File: src/rtl/instr_fetch_ctrl.sv
// instr_fetch_ctrl
//   Instruction-fetch sequencer between the CPU and a byte-wide instruction
//   memory. Each request reads the four bytes at PC..PC+3, one byte per
//   acknowledged memory cycle, and assembles them little-endian into a
//   32-bit word. The CPU is stalled with BUSYWAIT while the fetch runs.
//
//   Optional feature macro: FETCH_HIT_EN
//     When defined, a one-entry tag remembers the base of the last completed
//     fetch. A repeat request for that address completes without touching
//     memory. A fault or reset invalidates the tag.
//
// Ports
//   CLK          clock, rising edge
//   RESET        asynchronous reset, active low
//   PC           byte address of the requested instruction
//   FETCH_REQ    CPU requests the word at PC
//   INSTRUCTION  last fetched word {b3,b2,b1,b0}, b0 from address PC
//   INSTR_VALID  one-cycle pulse, fetch complete / INSTRUCTION updated
//   INSTR_FAULT  one-cycle pulse, misaligned / out-of-range PC or ack timeout
//   BUSYWAIT     CPU stall
//   IMEM_ADDR    byte address to memory
//   IMEM_READ    read strobe, held until the byte is acknowledged
//   IMEM_RDATA   read data, valid with IMEM_ACK
//   IMEM_ACK     memory acknowledges the current byte
module instr_fetch_ctrl #(
  parameter int          ADDR_W    = 10,
  parameter int          MEM_BYTES = 1024,
  parameter int          TIMEOUT   = 16,
  parameter logic [31:0] RST_INSTR = 32'h0
) (
  input  logic              CLK,
  input  logic              RESET,
  input  logic [31:0]       PC,
  input  logic              FETCH_REQ,
  output logic [31:0]       INSTRUCTION,
  output logic              INSTR_VALID,
  output logic              INSTR_FAULT,
  output logic              BUSYWAIT,
  output logic [ADDR_W-1:0] IMEM_ADDR,
  output logic              IMEM_READ,
  input  logic [7:0]        IMEM_RDATA,
  input  logic              IMEM_ACK
);

  localparam int TW = $clog2(TIMEOUT + 1);

  typedef enum logic [1:0] {IDLE, FETCH, DONE, FAULT} state_t;

  state_t            state;
  logic [ADDR_W-1:0] base;
  logic [1:0]        byte_cnt;
  logic [TW-1:0]     tmo_cnt;
  logic [2:0][7:0]   lanes;     // bytes 0..2; byte 3 goes straight to INSTRUCTION
  logic [32:0]       last_addr;
  logic              bad_pc;
  logic              hit;

  // One extra bit so a PC near 2^32 cannot wrap into range.
  assign last_addr = {1'b0, PC} + 33'd3;
  assign bad_pc    = (PC[1:0] != 2'b00) || (last_addr >= 33'(MEM_BYTES));

`ifdef FETCH_HIT_EN
  logic [ADDR_W-1:0] tag;
  logic              tag_vld;

  assign hit = tag_vld && (PC == 32'(tag));

  // The tag is written in the DONE/FAULT cycle so it is already current in
  // the IDLE cycle that follows. base still holds the completed address.
  always_ff @(posedge CLK or negedge RESET) begin
    if (!RESET) begin
      tag     <= '0;
      tag_vld <= 1'b0;
    end else if (INSTR_FAULT) begin
      tag_vld <= 1'b0;
    end else if (INSTR_VALID) begin
      tag     <= base;
      tag_vld <= 1'b1;
    end
  end
`else
  assign hit = 1'b0;
`endif

  // Counter wraps inside the 4-byte window; no carry past ADDR_W.
  assign IMEM_ADDR = base + ADDR_W'(byte_cnt);

  // Combinational in IDLE so the CPU stalls in the very cycle it requests.
  // Gated by RESET so every output is quiet while reset is held.
  assign BUSYWAIT = RESET && ((state == FETCH) ||
                              (state == IDLE && FETCH_REQ && !hit));

  always_ff @(posedge CLK or negedge RESET) begin
    if (!RESET) begin
      state       <= IDLE;
      base        <= '0;
      byte_cnt    <= '0;
      tmo_cnt     <= '0;
      lanes       <= '0;
      INSTRUCTION <= RST_INSTR;
      INSTR_VALID <= 1'b0;
      INSTR_FAULT <= 1'b0;
      IMEM_READ   <= 1'b0;
    end else begin
      INSTR_VALID <= 1'b0;
      INSTR_FAULT <= 1'b0;
      case (state)
        IDLE: begin
          if (FETCH_REQ) begin
            if (bad_pc) begin
              state       <= FAULT;
              INSTR_FAULT <= 1'b1;
            end else if (hit) begin
              state       <= DONE;
              INSTR_VALID <= 1'b1;
            end else begin
              state     <= FETCH;
              base      <= PC[ADDR_W-1:0];
              byte_cnt  <= '0;
              tmo_cnt   <= '0;
              IMEM_READ <= 1'b1;
            end
          end
        end
        FETCH: begin
          // An ack on the last timeout cycle still wins over the fault.
          if (IMEM_ACK) begin
            byte_cnt <= byte_cnt + 2'd1;
            tmo_cnt  <= '0;
            for (int i = 0; i < 3; i++)
              if (byte_cnt == 2'(i)) lanes[i] <= IMEM_RDATA;
            if (byte_cnt == 2'd3) begin
              INSTRUCTION <= {IMEM_RDATA, lanes[2], lanes[1], lanes[0]};
              state       <= DONE;
              INSTR_VALID <= 1'b1;
              IMEM_READ   <= 1'b0;
            end
          end else if (tmo_cnt == TW'(TIMEOUT - 1)) begin
            // Partial lanes are simply abandoned; INSTRUCTION is untouched.
            state       <= FAULT;
            INSTR_FAULT <= 1'b1;
            IMEM_READ   <= 1'b0;
          end else begin
            tmo_cnt <= tmo_cnt + TW'(1);
          end
        end
        DONE:    state <= IDLE;
        FAULT:   state <= IDLE;
        default: state <= IDLE;
      endcase
    end
  end

endmodule

File: config.mk
export PLATFORM = sky130hd
export DESIGN_NAME = instr_fetch_ctrl
export DESIGN_NICKNAME = d
export VERILOG_FILES = /design/src/rtl/instr_fetch_ctrl.sv
export SDC_FILE = /design/constraint.sdc
export NUM_CORES = 1
export LEC_CHECK = 0
export BUFFER_PORTS_ARGS = -buffer_cell sky130_fd_sc_hd__buf_2
export CAP_MARGIN = 30
export CORE_UTILIZATION = 26
export CTS_CLUSTER_SIZE = 12
export DETAILED_ROUTE_END_ITERATION = 6
export HOLD_SLACK_MARGIN = 0.12
export MAX_ROUTING_LAYER = met4
export PLACE_DENSITY = 0.49
export SLEW_MARGIN = 25
export SYNTH_ARGS = -nofsm -noshare
export SYNTH_HDL_FRONTEND = slang
export SYNTH_SLANG_ARGS = --single-unit
File: constraint.sdc
create_clock -name CLK -period 3.8 [get_ports CLK]
set_input_delay 1.14 -clock CLK [delete_from_list [all_inputs] [get_ports CLK]]
set_output_delay 1.14 -clock CLK [all_outputs]
set_load 0.02 [all_outputs]
-- After elaboration in Yosys (flattened, before gate mapping)
Cells that the tools add are included.
W data, S select, Z words.
- bits in registers: 78
- input bits: 44
- output and inout port bits: 46
- logic and storage cells: 77
- add/sub/neg operators: 4
- $lt $le $gt $ge: 1
- equality and inequality tests: 13
- mux-type cells: 29
- bitwise operators: 1
- reduce and logical (&&, ||, !) cells: 18
- operators by type and width (operator ; number):
    $add A32 B2 Y33 const B ; 1
    $ge A33 B11 Y1 const B ; 1
    $mux W5 ; 4
    $reduce_and A3 Y1 ; 6
    $mux W2 ; 8
    $mux W1 ; 12
    $add A10 B2 Y10 ; 1
    $pmux W5 S2 ; 1
    $eq A2 B2 Y1 const B ; 4
    $reduce_and A4 Y1 ; 2
    $ne A2 B2 Y1 const B ; 3
    $ne A3 B2 Y1 const B ; 2
    $pmux W2 S3 ; 1
    $add A5 B1 Y5 const B ; 1
    $eq A5 B4 Y1 const B ; 1
    $reduce_and A5 Y1 ; 1
    $eq A2 B1 Y1 const B ; 2
    $logic_not A2 Y1 ; 2
    $pmux W1 S2 ; 2
    $pmux W2 S2 ; 1
    $reduce_bool A2 Y1 ; 2
    $ne A3 B3 Y1 const B ; 1
    $add A2 B1 Y2 const B ; 1
    $logic_and A1 B1 Y1 ; 2
    3 further kinds ; 4

-- Logic depth before layout (Yosys ltp)
- word-level depth: 6
- depth in mapped cells: 8
- gate-level depth less buffers: 7

-- Worst setup path before layout
No wires, ideal clock.
- path type: input port to flip-flop
- start point: in PC[9]
- end point: reg base[2]
- setup time: 125 ps
- data arrival time: 3185 ps
- required time: 3675 ps
- setup slack: 490 ps
- stages: 7
- path buffers: 0
- path through: nand4_1 -> nor4_4 -> nand4_1 -> a2111oi_2 -> nand3_2 -> nor3_4 -> mux2_2
- longest elaborated chain between the ends: 5
- ends and longest elaborated chain (what ; RTL line ; text):
    start: declaration ; 33 ; input logic [31:0] PC,
    $add A32 B2 Y33 ; 59 ; assign last_addr = {1'b0, PC} + 33'd3;
    $ge A33 B11 Y1 ; 60 ; assign bad_pc = (PC[1:0] != 2'b00) || (last_addr >= 33'(MEM_BYTES));
    $logic_or A1 B1 Y1 ; 60 ;
    $not A1 Y1 (no source line) ; -- ;
    $reduce_and A3 Y1 (no source line) ; -- ;
    end signal: assignment ; 118 ; base <= PC[ADDR_W-1:0];
    end: declaration ; 50 ; logic [ADDR_W-1:0] base;
No other way between the ends.
A chain may end at the register's enable or synchronous reset.

-- Worst setup path after layout
- start point: in PC[9]
- end point: reg base[7]
The elaborated chain is that of the path after synthesis.

==> flow_summary.json <==
{
  "outcome": "completed",
  "cp_data_required_time_ns": 4.02,
  "crit_path_frequent_cell": "nand4_1",
  "cts.htree.levels": 3,
  "die-area_um2": 14770,
  "skew_ns": 0.007792,
  "gp_congestion": 0.8657,
  "fin_setup_tns_ns": 0,
  "antenna_found_initial": 0,
  "core_um2": 13930,
  "slew_violations": 0,
  "worstSkewPairLatency_ns": 0.34,
  "regToRegEndpoint": "lanes[9]",
  "hpwl_mm": 6.425,
  "crit_arrival_ns": 3.52,
  "cp_max_fo": 9,
  "grt_max_degree": 41,
  "relSlewSlack_pct": 61.85,
  "path_clk_slew_ns": 0.06,
  "async_flop_share_pct": 100.0,
  "vias_per_cell": 4.687,
  "drt_wl_total_mm": 8.619,
  "cts_resized": 0,
  "max_stage_delay_ns": 0.50,
  "finalHoldViolations": 0,
  "fin_nets": 455,
  "dieWidth_um": 121.5,
  "antenna_left": 0,
  "initial_core_util_pct": 26.66,
  "mostFrequentLayoutCell": "buf_2",
  "drc": 0,
  "worst_slack_ns": 0.4986,
  "rsz0062_at_grt": "false",
  "critPathKind": "primary input to register",
  "routedWlPerCell_um": 14.68,
  "grt_pass1_vias": 2680,
  "grt_overflow_total": 0,
  "dr.pass1.iters": 4,
  "clock_sinks": 78,
  "rr_worst_depth": 4,
  "grtUsageTotal_pct": 12.85,
  "max-cap-violations": 0,
  "fin_crit_ns": 3.301,
  "drtIter0Drc": 85,
  "rows": 43,
  "tightestPinTransition_ns": 0.5701,
  "powerDensity_nw_per_um2": 682.9,
  "diodes": 0,
  "crit_slowest_cell": "nor4_4",
  "fill_cells": 1392,
  "cp_cell_sequence": "buf_2 > nand4_1 > nor4_4 > nand4_1 > a2111oi_2 > nand3_2 > nor3_4 > mux2_2",
  "grt_pass1_wl_mm": 13.97,
  "cts_buffers": 9,
  "ys_seq_area_share_pct": 52.54,
  "syn2layout_area_growth_pct": 27.21,
  "fmax_mhz": 302.9,
  "synth_area_um2": 3715,
  "via_count": 2751,
  "fin_crit_sh_pct": 86.88,
  "clock-root-buffer": "clkbuf_16",
  "ys_ff_latch": 78,
  "port_buffers": 89,
  "place_ws_ns": 0.1099,
  "cp-endpoint": "base[7]",
  "r2r_slack_ns": 1.60,
  "critPathLaunchType": "primary input",
  "synth_edf_count": 0,
  "finalCoreUtilization_pct": 33.91,
  "end_kind": "register",
  "ios": 90,
  "die_y_um": 121.5,
  "cts_tree": "built",
  "ir_drop_uv": 230.8,
  "min_path_cells": 1,
  "drive_gt1_share_pct": 45.70,
  "p_leak_nw": 2.301,
  "reg2reg_from": "state[0]",
  "synth_area_per_cell_um2": 12.30,
  "crit_start": "PC[9]",
  "mostFrequentLayoutCells": "buf_2, dfrtp_1, mux2_2",
  "syn-num-nets": 355,
  "setup_viol": 0,
  "clockBufferDepth": 2,
  "synthFlopType": "dfrtp_1",
  "hold_path_class": "register to register",
  "yosysWarnings": 0,
  "postCtsSetupRepairBufs": 0,
  "syn-instance-count": 302,
  "synth.distinct_cells": 47,
  "hold_buffers": 0
}
[worst max-delay path: cells and delay by family]
family,cells,cell delay (ns)
and+or+nand+nor,5,1.49
buffers and inverters,1,0.09
AOI/OAI and AO/OA,1,0.41
muxes,1,0.39
[Yosys cell counts, types with 3 or more instances]
| cell | instances | area share [%] |
|---|---|---|
| dfrtp_1 | 78 | 53 |
| mux2_2 | 65 | 20 |
| nand2_1 | 19 | 1.9 |
| inv_1 | 14 | 1.4 |
| nor2_1 | 13 | 1.3 |
| nand4_1 | 9 | 1.5 |
| a21oi_1 | 8 | 1.1 |
| ha_1 | 8 | 2.7 |
| nand3_1 | 7 | 0.94 |
| and3_1 | 6 | 1.0 |
| clkbuf_1 | 6 | 0.61 |
| o211ai_1 | 5 | 1.0 |
| o21ai_0 | 5 | 0.67 |
| xnor2_1 | 5 | 1.2 |
| a31oi_1 | 4 | 0.67 |
| nor3_1 | 4 | 0.54 |
| xor2_1 | 4 | 0.94 |
| nor4_1 | 3 | 0.51 |
| or3_1 | 3 | 0.51 |
[sequential cells by signal (all words and copies together) (netlist names)]
name,cells
IMEM_READ,1
INSTRUCTION,32
INSTR_FAULT,1
INSTR_VALID,1
base,10
byte_cnt,2
lanes,24
state,2
tmo_cnt,5
[layout make-up]
cell class                 count  area [µm²]  area share, %
clock buffer                   9       225.2          4.766
clock inverter                 7       72.57          1.536
inverter                      14       52.55          1.112
multi-input combinational    204        1693          35.82
sequential                    78        1952          41.30
tap                          180       225.2          4.766
timing repair buffer          95       505.5          10.70
[kinds of logic after synthesis]
group	count (synthesis)	share of synthesized area (%)
fa+ha+maj	9	3.234
flops	78	52.54
mux	67	20.24
compound gates	39	7.579
xor+xnor	9	2.122
buf+inv	20	2.021
simple gates	80	12.26
[per-layer routing]
layer  track usage [%]  wire length (µm)  vias to the layer above  share of wire (%)
met5                 -                 0                        -                  0
met4             5.556               131                        0                1.5
met3             2.762               324                       10                3.8
met2             21.09              4469                       58                 52
met1             15.15              3693                     1365                 43
li1                  -                 -                     1318                  -
[per-stage QoR]
stage                     cells  power (mW)  instance area [µm²]  hold WS [ns]
final                       587       3.227                 4726        0.4974
after CTS                   587       3.280                 4726        0.5032
after detailed placement    571       2.409                 4428        0.4874
after global routing        587       3.446                 4726        0.5124
after floorplan             302       2.022                 3715        0.4708
after global placement      570       2.370                 4408        0.4820
[worst min path at each step]
stage	start	end	slack, ns
2_1_floorplan	base[0]	base[0]	0.47
5_1_grt	INSTRUCTION[16]	INSTRUCTION[16]	0.51
4_1_cts	lanes[18]	INSTRUCTION[18]	0.50
3_5_place_dp	lanes[2]	INSTRUCTION[2]	0.49
6_report	lanes[2]	lanes[2]	0.50
3_3_place_gp	INSTRUCTION[31]	INSTRUCTION[31]	0.48
[power breakdown]
group,total [mW],internal (mW),switching (mW)
Clock,0.855,0.509,0.346
Sequential,1.32,1.14,0.175
Combinational,1.06,0.471,0.585
Total,3.23,2.12,1.11
(Power assumes the default switching activity.)
